## src/rtl/host_req_arbiter_if.sv

```systemverilog
// NASTI (AXI4-style) channel bundle with 64-bit data.
// The master drives AW/W/AR and the B/R ready signals; the slave drives the rest.
interface nasti_channel #(
  parameter int ID_WIDTH   = 3,
  parameter int USER_WIDTH = 1
);
  logic                  aw_valid;
  logic                  aw_ready;
  logic [ID_WIDTH-1:0]   aw_id;
  logic [63:0]           aw_addr;
  logic [7:0]            aw_len;
  logic [2:0]            aw_size;
  logic [1:0]            aw_burst;
  logic                  aw_lock;
  logic [3:0]            aw_cache;
  logic [2:0]            aw_prot;
  logic [3:0]            aw_qos;
  logic [3:0]            aw_region;
  logic [USER_WIDTH-1:0] aw_user;

  logic                  w_valid;
  logic                  w_ready;
  logic [63:0]           w_data;
  logic [7:0]            w_strb;
  logic                  w_last;
  logic [USER_WIDTH-1:0] w_user;

  logic                  b_valid;
  logic                  b_ready;
  logic [ID_WIDTH-1:0]   b_id;
  logic [1:0]            b_resp;
  logic [USER_WIDTH-1:0] b_user;

  logic                  ar_valid;
  logic                  ar_ready;
  logic [ID_WIDTH-1:0]   ar_id;
  logic [63:0]           ar_addr;
  logic [7:0]            ar_len;
  logic [2:0]            ar_size;
  logic [1:0]            ar_burst;
  logic                  ar_lock;
  logic [3:0]            ar_cache;
  logic [2:0]            ar_prot;
  logic [3:0]            ar_qos;
  logic [3:0]            ar_region;
  logic [USER_WIDTH-1:0] ar_user;

  logic                  r_valid;
  logic                  r_ready;
  logic [ID_WIDTH-1:0]   r_id;
  logic [63:0]           r_data;
  logic [1:0]            r_resp;
  logic                  r_last;
  logic [USER_WIDTH-1:0] r_user;

  modport master (
    output aw_valid, aw_id, aw_addr, aw_len, aw_size, aw_burst, aw_lock,
           aw_cache, aw_prot, aw_qos, aw_region, aw_user,
    input  aw_ready,
    output w_valid, w_data, w_strb, w_last, w_user,
    input  w_ready,
    input  b_valid, b_id, b_resp, b_user,
    output b_ready,
    output ar_valid, ar_id, ar_addr, ar_len, ar_size, ar_burst, ar_lock,
           ar_cache, ar_prot, ar_qos, ar_region, ar_user,
    input  ar_ready,
    input  r_valid, r_id, r_data, r_resp, r_last, r_user,
    output r_ready
  );

  modport slave (
    input  aw_valid, aw_id, aw_addr, aw_len, aw_size, aw_burst, aw_lock,
           aw_cache, aw_prot, aw_qos, aw_region, aw_user,
    output aw_ready,
    input  w_valid, w_data, w_strb, w_last, w_user,
    output w_ready,
    output b_valid, b_id, b_resp, b_user,
    input  b_ready,
    input  ar_valid, ar_id, ar_addr, ar_len, ar_size, ar_burst, ar_lock,
           ar_cache, ar_prot, ar_qos, ar_region, ar_user,
    output ar_ready,
    output r_valid, r_id, r_data, r_resp, r_last, r_user,
    input  r_ready
  );
endinterface

```

## src/rtl/host_req_arbiter.sv

```systemverilog
// Round-robin arbiter funnelling N_REQ message requesters onto one NASTI
// write master. One single-beat write (AW -> W -> B) is in flight at a time,
// and each completion is reported back as a one-cycle per-requester pulse.
module host_req_arbiter #(
  parameter int          N_REQ      = 2,
  parameter int          ID_WIDTH   = 3,
  parameter int          USER_WIDTH = 1,
  parameter logic [63:0] HOST_ADDR  = 64'h0
) (
  input  logic                  clk,
  input  logic                  rstn,
  input  logic [N_REQ-1:0]      req_valid,
  output logic [N_REQ-1:0]      req_ready,
  input  logic [N_REQ-1:0][15:0] req_id,
  input  logic [N_REQ-1:0][15:0] req_data,
  output logic [N_REQ-1:0]      done_valid,
  output logic                  done_err,
  output logic                  err_sticky,
  nasti_channel.master          nasti
);

  localparam int GW = (N_REQ > 1) ? $clog2(N_REQ) : 1;
  localparam logic [N_REQ-1:0] ONE = N_REQ'(1);

  typedef enum logic [1:0] {S_IDLE, S_AW, S_W, S_B} state_t;

  state_t          state, state_nxt;
  logic [GW-1:0]   last, g_q, win, cand;
  logic            any;
  int              idx;
  logic [15:0]     id_q, data_q;
  logic            grant, b_hs, b_err;

  // Round-robin pick: scan from last+1 upward with wrap; first valid wins.
  always_comb begin
    win  = '0;
    any  = 1'b0;
    idx  = 0;
    cand = '0;
    for (int k = 1; k <= N_REQ; k++) begin
      idx  = (int'(last) + k) % N_REQ;
      cand = GW'(idx);
      if (!any && req_valid[cand]) begin
        any = 1'b1;
        win = cand;
      end
    end
  end

  assign grant = (state == S_IDLE) && any;

  // Accept is combinational with the grant; held low while in reset.
  assign req_ready = (grant && rstn) ? (ONE << win) : '0;

  // State register.
  always_ff @(posedge clk or negedge rstn) begin
    if (!rstn) state <= S_IDLE;
    else       state <= state_nxt;
  end

  // Next state: one handshake per phase, B back to IDLE.
  always_comb begin
    state_nxt = state;
    unique case (state)
      S_IDLE: if (any)           state_nxt = S_AW;
      S_AW:   if (nasti.aw_ready) state_nxt = S_W;
      S_W:    if (nasti.w_ready)  state_nxt = S_B;
      S_B:    if (nasti.b_valid)  state_nxt = S_IDLE;
      default:                    state_nxt = S_IDLE;
    endcase
  end

  // Latch the winner and its message at grant; round-robin pointer follows.
  always_ff @(posedge clk or negedge rstn) begin
    if (!rstn) begin
      last   <= GW'(N_REQ - 1);
      g_q    <= '0;
      id_q   <= '0;
      data_q <= '0;
    end else if (grant) begin
      last   <= win;
      g_q    <= win;
      id_q   <= req_id[win];
      data_q <= req_data[win];
    end
  end

  assign b_hs  = (state == S_B) && nasti.b_valid;
  assign b_err = (nasti.b_resp != 2'b00) || (nasti.b_id != ID_WIDTH'(g_q));

  // Completion pulse and error flags, registered one cycle after B handshake.
  always_ff @(posedge clk or negedge rstn) begin
    if (!rstn) begin
      done_valid <= '0;
      done_err   <= 1'b0;
      err_sticky <= 1'b0;
    end else begin
      done_valid <= b_hs ? (ONE << g_q) : '0;
      done_err   <= b_hs && b_err;
      if (b_hs && b_err) err_sticky <= 1'b1;
    end
  end

  // Write address: everything from state and latched registers.
  assign nasti.aw_valid  = (state == S_AW);
  assign nasti.aw_id     = ID_WIDTH'(g_q);
  assign nasti.aw_addr   = HOST_ADDR;
  assign nasti.aw_len    = 8'd0;
  assign nasti.aw_size   = 3'd3;
  assign nasti.aw_burst  = 2'd1;
  assign nasti.aw_lock   = 1'b0;
  assign nasti.aw_cache  = 4'd0;
  assign nasti.aw_prot   = 3'd0;
  assign nasti.aw_qos    = 4'd0;
  assign nasti.aw_region = 4'd0;
  assign nasti.aw_user   = '0;

  // Write data: single beat, message id in the upper half of the low word.
  assign nasti.w_valid = (state == S_W);
  assign nasti.w_data  = {32'h0, id_q, data_q};
  assign nasti.w_strb  = 8'hff;
  assign nasti.w_last  = 1'b1;
  assign nasti.w_user  = '0;

  assign nasti.b_ready = (state == S_B);

  // Read side is never used; R is drained in case the slave ever responds.
  assign nasti.ar_valid  = 1'b0;
  assign nasti.ar_id     = '0;
  assign nasti.ar_addr   = 64'h0;
  assign nasti.ar_len    = 8'd0;
  assign nasti.ar_size   = 3'd0;
  assign nasti.ar_burst  = 2'd0;
  assign nasti.ar_lock   = 1'b0;
  assign nasti.ar_cache  = 4'd0;
  assign nasti.ar_prot   = 3'd0;
  assign nasti.ar_qos    = 4'd0;
  assign nasti.ar_region = 4'd0;
  assign nasti.ar_user   = '0;
  assign nasti.r_ready   = 1'b1;

  logic unused_in;
  assign unused_in = ^{nasti.ar_ready, nasti.r_valid, nasti.r_id, nasti.r_data,
                       nasti.r_resp, nasti.r_last, nasti.r_user, nasti.b_user};

endmodule

```

## src/flat_wrapper.sv

```systemverilog
// flat-port wrapper written by rule: the top's interface ports become plain ports
module host_req_arbiter_flat 
#(
  parameter int          N_REQ      = 2,
  parameter int          ID_WIDTH   = 3,
  parameter int          USER_WIDTH = 1,
  parameter logic [63:0] HOST_ADDR  = 64'h0
)
  (clk, rstn, req_valid, req_ready, req_id, req_data, done_valid, done_err, err_sticky, nasti_aw_valid, nasti_aw_id, nasti_aw_addr, nasti_aw_len, nasti_aw_size, nasti_aw_burst, nasti_aw_lock, nasti_aw_cache, nasti_aw_prot, nasti_aw_qos, nasti_aw_region, nasti_aw_user, nasti_aw_ready, nasti_w_valid, nasti_w_data, nasti_w_strb, nasti_w_last, nasti_w_user, nasti_w_ready, nasti_b_valid, nasti_b_id, nasti_b_resp, nasti_b_user, nasti_b_ready, nasti_ar_valid, nasti_ar_id, nasti_ar_addr, nasti_ar_len, nasti_ar_size, nasti_ar_burst, nasti_ar_lock, nasti_ar_cache, nasti_ar_prot, nasti_ar_qos, nasti_ar_region, nasti_ar_user, nasti_ar_ready, nasti_r_valid, nasti_r_id, nasti_r_data, nasti_r_resp, nasti_r_last, nasti_r_user, nasti_r_ready);
  nasti_channel #(.ID_WIDTH(ID_WIDTH), .USER_WIDTH(USER_WIDTH)) nasti_i ();
  input  logic clk;
  input  logic rstn;
  input  logic [N_REQ-1:0] req_valid;
  output logic [N_REQ-1:0] req_ready;
  input  logic [N_REQ-1:0][15:0] req_id;
  input  logic [N_REQ-1:0][15:0] req_data;
  output logic [N_REQ-1:0] done_valid;
  output logic done_err;
  output logic err_sticky;
  output wire logic [$bits(nasti_i.aw_valid)-1:0] nasti_aw_valid;
  output wire logic [$bits(nasti_i.aw_id)-1:0] nasti_aw_id;
  output wire logic [$bits(nasti_i.aw_addr)-1:0] nasti_aw_addr;
  output wire logic [$bits(nasti_i.aw_len)-1:0] nasti_aw_len;
  output wire logic [$bits(nasti_i.aw_size)-1:0] nasti_aw_size;
  output wire logic [$bits(nasti_i.aw_burst)-1:0] nasti_aw_burst;
  output wire logic [$bits(nasti_i.aw_lock)-1:0] nasti_aw_lock;
  output wire logic [$bits(nasti_i.aw_cache)-1:0] nasti_aw_cache;
  output wire logic [$bits(nasti_i.aw_prot)-1:0] nasti_aw_prot;
  output wire logic [$bits(nasti_i.aw_qos)-1:0] nasti_aw_qos;
  output wire logic [$bits(nasti_i.aw_region)-1:0] nasti_aw_region;
  output wire logic [$bits(nasti_i.aw_user)-1:0] nasti_aw_user;
  input wire logic [$bits(nasti_i.aw_ready)-1:0] nasti_aw_ready;
  output wire logic [$bits(nasti_i.w_valid)-1:0] nasti_w_valid;
  output wire logic [$bits(nasti_i.w_data)-1:0] nasti_w_data;
  output wire logic [$bits(nasti_i.w_strb)-1:0] nasti_w_strb;
  output wire logic [$bits(nasti_i.w_last)-1:0] nasti_w_last;
  output wire logic [$bits(nasti_i.w_user)-1:0] nasti_w_user;
  input wire logic [$bits(nasti_i.w_ready)-1:0] nasti_w_ready;
  input wire logic [$bits(nasti_i.b_valid)-1:0] nasti_b_valid;
  input wire logic [$bits(nasti_i.b_id)-1:0] nasti_b_id;
  input wire logic [$bits(nasti_i.b_resp)-1:0] nasti_b_resp;
  input wire logic [$bits(nasti_i.b_user)-1:0] nasti_b_user;
  output wire logic [$bits(nasti_i.b_ready)-1:0] nasti_b_ready;
  output wire logic [$bits(nasti_i.ar_valid)-1:0] nasti_ar_valid;
  output wire logic [$bits(nasti_i.ar_id)-1:0] nasti_ar_id;
  output wire logic [$bits(nasti_i.ar_addr)-1:0] nasti_ar_addr;
  output wire logic [$bits(nasti_i.ar_len)-1:0] nasti_ar_len;
  output wire logic [$bits(nasti_i.ar_size)-1:0] nasti_ar_size;
  output wire logic [$bits(nasti_i.ar_burst)-1:0] nasti_ar_burst;
  output wire logic [$bits(nasti_i.ar_lock)-1:0] nasti_ar_lock;
  output wire logic [$bits(nasti_i.ar_cache)-1:0] nasti_ar_cache;
  output wire logic [$bits(nasti_i.ar_prot)-1:0] nasti_ar_prot;
  output wire logic [$bits(nasti_i.ar_qos)-1:0] nasti_ar_qos;
  output wire logic [$bits(nasti_i.ar_region)-1:0] nasti_ar_region;
  output wire logic [$bits(nasti_i.ar_user)-1:0] nasti_ar_user;
  input wire logic [$bits(nasti_i.ar_ready)-1:0] nasti_ar_ready;
  input wire logic [$bits(nasti_i.r_valid)-1:0] nasti_r_valid;
  input wire logic [$bits(nasti_i.r_id)-1:0] nasti_r_id;
  input wire logic [$bits(nasti_i.r_data)-1:0] nasti_r_data;
  input wire logic [$bits(nasti_i.r_resp)-1:0] nasti_r_resp;
  input wire logic [$bits(nasti_i.r_last)-1:0] nasti_r_last;
  input wire logic [$bits(nasti_i.r_user)-1:0] nasti_r_user;
  output wire logic [$bits(nasti_i.r_ready)-1:0] nasti_r_ready;
  assign nasti_aw_valid = nasti_i.aw_valid;
  assign nasti_aw_id = nasti_i.aw_id;
  assign nasti_aw_addr = nasti_i.aw_addr;
  assign nasti_aw_len = nasti_i.aw_len;
  assign nasti_aw_size = nasti_i.aw_size;
  assign nasti_aw_burst = nasti_i.aw_burst;
  assign nasti_aw_lock = nasti_i.aw_lock;
  assign nasti_aw_cache = nasti_i.aw_cache;
  assign nasti_aw_prot = nasti_i.aw_prot;
  assign nasti_aw_qos = nasti_i.aw_qos;
  assign nasti_aw_region = nasti_i.aw_region;
  assign nasti_aw_user = nasti_i.aw_user;
  assign nasti_i.aw_ready = nasti_aw_ready;
  assign nasti_w_valid = nasti_i.w_valid;
  assign nasti_w_data = nasti_i.w_data;
  assign nasti_w_strb = nasti_i.w_strb;
  assign nasti_w_last = nasti_i.w_last;
  assign nasti_w_user = nasti_i.w_user;
  assign nasti_i.w_ready = nasti_w_ready;
  assign nasti_i.b_valid = nasti_b_valid;
  assign nasti_i.b_id = nasti_b_id;
  assign nasti_i.b_resp = nasti_b_resp;
  assign nasti_i.b_user = nasti_b_user;
  assign nasti_b_ready = nasti_i.b_ready;
  assign nasti_ar_valid = nasti_i.ar_valid;
  assign nasti_ar_id = nasti_i.ar_id;
  assign nasti_ar_addr = nasti_i.ar_addr;
  assign nasti_ar_len = nasti_i.ar_len;
  assign nasti_ar_size = nasti_i.ar_size;
  assign nasti_ar_burst = nasti_i.ar_burst;
  assign nasti_ar_lock = nasti_i.ar_lock;
  assign nasti_ar_cache = nasti_i.ar_cache;
  assign nasti_ar_prot = nasti_i.ar_prot;
  assign nasti_ar_qos = nasti_i.ar_qos;
  assign nasti_ar_region = nasti_i.ar_region;
  assign nasti_ar_user = nasti_i.ar_user;
  assign nasti_i.ar_ready = nasti_ar_ready;
  assign nasti_i.r_valid = nasti_r_valid;
  assign nasti_i.r_id = nasti_r_id;
  assign nasti_i.r_data = nasti_r_data;
  assign nasti_i.r_resp = nasti_r_resp;
  assign nasti_i.r_last = nasti_r_last;
  assign nasti_i.r_user = nasti_r_user;
  assign nasti_r_ready = nasti_i.r_ready;
  host_req_arbiter #(.N_REQ(N_REQ), .ID_WIDTH(ID_WIDTH), .USER_WIDTH(USER_WIDTH), .HOST_ADDR(HOST_ADDR)) u_core (.clk(clk), .rstn(rstn), .req_valid(req_valid), .req_ready(req_ready), .req_id(req_id), .req_data(req_data), .done_valid(done_valid), .done_err(done_err), .err_sticky(err_sticky), .nasti(nasti_i));
endmodule
```

## config.mk

```make
export PLATFORM = sky130hd
export DESIGN_NAME = host_req_arbiter_flat
export DESIGN_NICKNAME = d
export VERILOG_FILES = /design/src/rtl/host_req_arbiter_if.sv /design/src/rtl/host_req_arbiter.sv /design/src/flat_wrapper.sv
export SDC_FILE = /design/constraint.sdc
export NUM_CORES = 1
export LEC_CHECK = 0
export CAP_MARGIN = 10
export CORE_AREA = 8 8 158 160
export CTS_CLUSTER_DIAMETER = 150
export DETAILED_ROUTE_END_ITERATION = 16
export DIE_AREA = 0 0 166 168
export SKIP_CTS_REPAIR_TIMING = 1
export SYNTH_ARGS = -nofsm -noshare
export SYNTH_HDL_FRONTEND = slang
export SYNTH_SLANG_ARGS = --single-unit
```

## constraint.sdc

```tcl
create_clock -name clk -period 1.65 [get_ports clk]
set_input_delay 0.33 -clock clk [delete_from_list [all_inputs] [get_ports clk]]
set_output_delay 0.33 -clock clk [all_outputs]
set_load 0.02 [all_outputs]
```

==> impl_metrics.toml, run 1 <==
[status]
status = "finished with violations"
violations = "negative setup slack"

[job]
maxCapViolCount = 0

[global_route]
grt_use_total = 0.0738
grt_max_degree = 34
grt_overflow = 0
grt_pass1_vias = 2960
grt_pass1_wl_um = 16400
antenna_found_initial = 0

[place]
placed_cells = 858
hpwl_um = 8890
place_ws_ns = -0.538
port_buffers = 117
gp_congestion = 0.699

[setup_path]
r2r-start = "u_core.state[0]$_DFFE_PN0P_"
startpoint_type = "register"
required_ns = 1.83
slowest_delay_ns = 0.40
crit_path_top_delay_cell = "dfrtp_1"
arrival_ns = 1.91
cp_cell_sequence = "buf_6 > buf_6 > ha_4 > nor2b_4 > buf_4 > a211o_2 > o32a_2"
crit_path_frequent_cell = "buf_6"
critPathLaunch = "u_core.state[0]$_DFFE_PN0P_"
critPathKind = "register to register"
endpoint_kind = "register"
worst-path-max-fanout = 3

[power_and_ir_drop]
power.density_nw_per_um2 = 1500
p_int_uw = 4040
switching_share = 0.433
clkPwrFrac = 0.176
p_leak_uw = 0.00241
peakVddDrop_uv = 763
p_sw_uw = 3080
combPwrFrac = 0.584
seqPwrFrac = 0.240

[detailed_routing]
drt_pre_antenna_iters = 4
vias = 2643
wl_um = 10800
drc_errors = 0
avgRoutedWirePerCell_um = 12.5
vias_per_cell = 3.04
ant_nets = 0
dr.first_iter.drc_count = 49

[synthesis]
synth_seq_cells = 40
seq_area_frac_synth = 0.274
synth_enable_flop_cells = 0
ys.flop_type = "dfrtp_1"
synth_async_sr_flop_share = 1.00
synth_cells = 451
ys_warn_count = 0
syn_area_per_cell_um2 = 8.11
synth_cell_types = 28
synthesis.area_um2 = 3660

[floorplanning]
rows = 55
fp.dieW_um = 166
fp.coreArea_um2 = 22400
io_pins = 429
dieArea_um2 = 27900
start_util = 0.164
die_h_um = 168

[clock_tree]
clk_latency_ns = 0.29
clk_path_buf_depth = 2
path_clk_slew_ns = 0.07
cts_tree = "yes"
numClockSinks = 40
cts_buffers = 5
cts_root_buf = "clkbuf_16"
cts.htree.levels = 2

[final_layout]
layout-drive-gt1-share = 0.0925
final_util = 0.212
instances_no_fill = 869
final_cell_mix = "237 x conb_1, 98 x clkdlybuf4s50_1, 66 x a21oi_1"
final_common_cell = "conb_1"
diodes = 0
area_delta_synth_final_pct = 29.8
num-nets-final = 738

[sta]
min_period_over_period = 1.05
setup_viol = 3
rsz0062_at_grt = "true"
hold_violations = 0
worst_slack_ns = -0.0871
hold_slack_ns = 0.0583
period_minus_slack_ns = 1.74
slew_violations = 0
fmax_ghz = 0.576
finClkSkew_ns = 0.00458

[hold_path]
hold_path_class = "primary input to asynchronous set/reset pin"
-- through the flow --
| stage | cell area [µm²] | TNS [ns] | total power [µW] |
|---|---|---|---|
| global placement | 4440 | -8.55 | 5700 |
| finish | 4750 | -0.214 | 7120 |
| global route | 4750 | -0.465 | 7650 |
| detailed placement | 4440 | -9.61 | 5740 |
| CTS | 4620 | -2.35 | 7070 |
| floorplan | 4560 | 0 | 4360 |
-- routing by layer --
layer  vias up  GRT usage  part of all wire
li1       1219          -                 -
met1      1227     0.0678              0.34
met2       189      0.132              0.52
met3         8     0.0475              0.13
met4         0     0.0237             0.015
met5         -          0                 0
-- flip-flops by register name (all words and copies together) (netlist names) --
| signal | count |
|---|---|
| u_core.id_q | 16 |
| u_core.done_valid | 2 |
| u_core.g_q | 1 |
| u_core.last | 1 |
| u_core.state | 2 |
| u_core.done_err | 1 |
| u_core.err_sticky | 1 |
| u_core.data_q | 16 |
-- critical path, delay by kind of cell (launching register included) --
family | cells | cell delay, ns
adders and majority gates | 1 | 0.15
DFF | 1 | 0.40
and+or+nand+nor | 1 | 0.13
buffers and inverters | 3 | 0.36
AOI/OAI and AO/OA | 2 | 0.58
-- synth_stat cells (all sizes together) (2+ instances only) --
cell type	number	area, µm²
clkbuf	2	7.51
inv	2	7.51
conb	2	7.51
dfrtp	39	976
and3	3	18.8
ha	5	62.6
nor2b	3	18.8
a21oi	66	330
buf	248	1830
nand2	33	124
nor2	34	130
-- path summary, 6_finish.rpt --
check	end	slack [ns]	depth (start not counted)
worst max-delay path	u_core.state[0]$_DFFE_PN0P_	-0.09	7
worst min-delay path	u_core.data_q[2]$_DFFE_PN0P_	0.06	2
worst max register to register	u_core.state[0]$_DFFE_PN0P_	-0.09	7
worst min register to register	u_core.err_sticky$_DFFE_PN0P_	0.48	1
max in group asynchronous	u_core.last$_DFFE_PN1P_	0.94	3
min in group clk	u_core.err_sticky$_DFFE_PN0P_	0.48	1
-- layout make-up --
class	count	area (µm²)
Inverter	2	7.51
Multi-Input combinational cell	394	1800
Timing Repair Buffer	140	1400
Sequential cell	40	1000
Fill cell	2454	17600
Clock buffer	7	153
Tap cell	285	357
Clock inverter	1	30.0
-- power groups by stage --
stage / clock network [µW] / logic [µW] / registers, µW
6_report: 1250 / 4160 / 1710
3_5_place_dp: 0 / 4010 / 1730
5_1_grt: 1370 / 4510 / 1780
3_3_place_gp: 0 / 3990 / 1710
2_1_floorplan: 0 / 2120 / 2240
4_1_cts: 1330 / 4030 / 1710
-- logic make-up (layout without fill, tap and decap cells) --
| family | after synthesis | in the layout | synth area share |
|---|---|---|---|
| and+or+nand+nor | 75 | 75 | 0.0831 |
| muxes | 1 | 1 | 0.00308 |
| xor gates and xnor gates | 1 | 1 | 0.00239 |
| other | 2 | 237 | 0.00205 |
| buffers and inverters | 252 | 150 | 0.505 |
| DFF | 40 | 40 | 0.274 |
| AOI/OAI and AO/OA | 75 | 75 | 0.114 |
| adders and majority gates | 5 | 5 | 0.0171 |
Power figures use the tool's default switching activity.
==> run 2, diff against run 1 <==
--- a/config.mk
+++ b/config.mk
@@ -6,10 +6,12 @@
 export NUM_CORES = 1
 export LEC_CHECK = 0
 export CAP_MARGIN = 10
-export CORE_AREA = 8 8 158 160
+export CORE_AREA = 8 8 162 164
 export CTS_CLUSTER_DIAMETER = 150
 export DETAILED_ROUTE_END_ITERATION = 16
-export DIE_AREA = 0 0 166 168
+export DIE_AREA = 0 0 170 172
+export DONT_BUFFER_PORTS = 1
+export SETUP_SLACK_MARGIN = 0.1
 export SKIP_CTS_REPAIR_TIMING = 1
 export SYNTH_ARGS = -nofsm -noshare
 export SYNTH_HDL_FRONTEND = slang
==> impl_metrics.toml, run 2 (same netlist as run 1, synthesis figures left out) <==
[status]
violations = "negative setup slack"
status = "finished with violations"

[global_route]
grt_pass1_wl_um = 13100
grt_pass1_vias = 2143
grt_max_degree = 43
grt_use_total = 0.0608
grt_overflow = 0
antenna_found_initial = 0

[clock_tree]
path_clk_slew_ns = 0.06
clk_path_buf_depth = 2
cts_tree = "yes"
cts_buffers = 5
cts.htree.levels = 2
clk_latency_ns = 0.30
cts_root_buf = "clkbuf_16"
numClockSinks = 40

[final_layout]
final_cell_mix = "237 x conb_1, 66 x a21oi_1, 37 x dfrtp_1"
area_delta_synth_final_pct = -0.513
design_area_um2 = 3640
diodes = 0
instances_no_fill = 793
layout-drive-gt1-share = 0.115
largestRegisters = "u_core.data_q (16), u_core.id_q (16)"
final_common_cell = "conb_1"
num-nets-final = 623
final_util = 0.153
nFillCells = 2690

[detailed_routing]
dr.first_iter.drc_count = 32
vias = 2261
drt_pre_antenna_iters = 4
vias_per_cell = 2.85
drc_errors = 0
avgRoutedWirePerCell_um = 13.8
wl_um = 11000
ant_nets = 0

[setup_path]
worst-path-max-fanout = 3
endpoint_kind = "register"
required_ns = 1.83
critPathKind = "register to register"
startpoint_type = "register"
arrival_ns = 1.87

[floorplanning]
io_pins = 429
fp.dieW_um = 170
rows = 57
start_util = 0.154
dieArea_um2 = 29200
die_h_um = 172
fp.coreArea_um2 = 23800

[sta]
setup_viol = 2
slew_violations = 0
rsz0062_at_grt = "true"
hold_violations = 0
worst_slack_ns = -0.0377
period_minus_slack_ns = 1.69
finClkSkew_ns = 0.00648
fmax_ghz = 0.593
min_period_over_period = 1.02

[place]
gp_congestion = 0.681
hpwl_um = 8530
placed_cells = 772
port_buffers = 0
dpl_cell_area_um2 = 3280

[power_and_ir_drop]
peakVddDrop_uv = 679
p_leak_uw = 0.00183
power.density_nw_per_um2 = 1670
power_uw = 6080

[job]
maxCapViolCount = 0

[hold_path]
hold_path_class = "primary input to register"
==> run 2: cell type report <==
type	instances	area [µm²]	share of cell area
Timing Repair Buffer	24	235	0.0646
Clock inverter	2	12.5	0.00344
Multi-Input combinational cell	395	1850	0.507
Sequential cell	40	1000	0.276
Inverter	2	7.51	0.00206
Clock buffer	6	129	0.0354
Tap cell	324	405	0.111
==> run 2: path summary, 6_finish.rpt <==
path                                             start  slack [ns]  depth (start not counted)                           end
setup / recovery           u_core.state[1]$_DFFE_PN0P_       -0.04                          5   u_core.state[1]$_DFFE_PN0P_
hold / removal                            req_valid[0]         0.1                          1       u_core.last$_DFFE_PN1P_
setup reg to reg           u_core.state[1]$_DFFE_PN0P_       -0.04                          5   u_core.state[1]$_DFFE_PN0P_
hold reg to reg            u_core.state[1]$_DFFE_PN0P_        0.56                          1   u_core.state[1]$_DFFE_PN0P_
max in group asynchronous                         rstn        0.83                          2       u_core.last$_DFFE_PN1P_
min in group asynchronous                         rstn        0.56                          2  u_core.data_q[0]$_DFFE_PN0P_
==> run 2: metal layers <==
| metal | up-vias | GRT usage | share of wire | routed length [µm] |
|---|---|---|---|---|
| li1 | 998 | - | - | - |
| met1 | 1063 | 0.0641 | 0.35 | 3830 |
| met2 | 192 | 0.109 | 0.51 | 5570 |
| met3 | 8 | 0.0242 | 0.13 | 1430 |
| met4 | 0 | 0.0217 | 0.011 | 119 |
| met5 | - | 0 | 0 | 0 |
==> run 2: power by group <==
group | leakage, µW | internal (µW) | switching [µW]
clock | 0.0000669 | 560 | 448
sequential | 0.000450 | 1460 | 921
combinational | 0.00132 | 1020 | 1670
==> run 2: worst max-delay path, stage by stage, from the launching register on <==
cell	delay (ns)
dfrtp_2	0.42
buf_4	0.16
ha_4	0.15
nor2b_4	0.13
a2111oi_4	0.37
mux2_4	0.33
==> run 2: per-stage QoR <==
| step | worst slack (ns) | TNS [ns] | hold slack (ns) |
|---|---|---|---|
| floorplan | 0.0529 | 0 | 0.0344 |
| global placement | -0.00738 | -0.00738 | 0.0362 |
| detailed placement | 0.00700 | 0 | 0.0359 |
| CTS | -0.334 | -0.663 | -0.296 |
| global route | -0.0744 | -0.157 | 0.0826 |
| finish | -0.0377 | -0.0511 | 0.0956 |
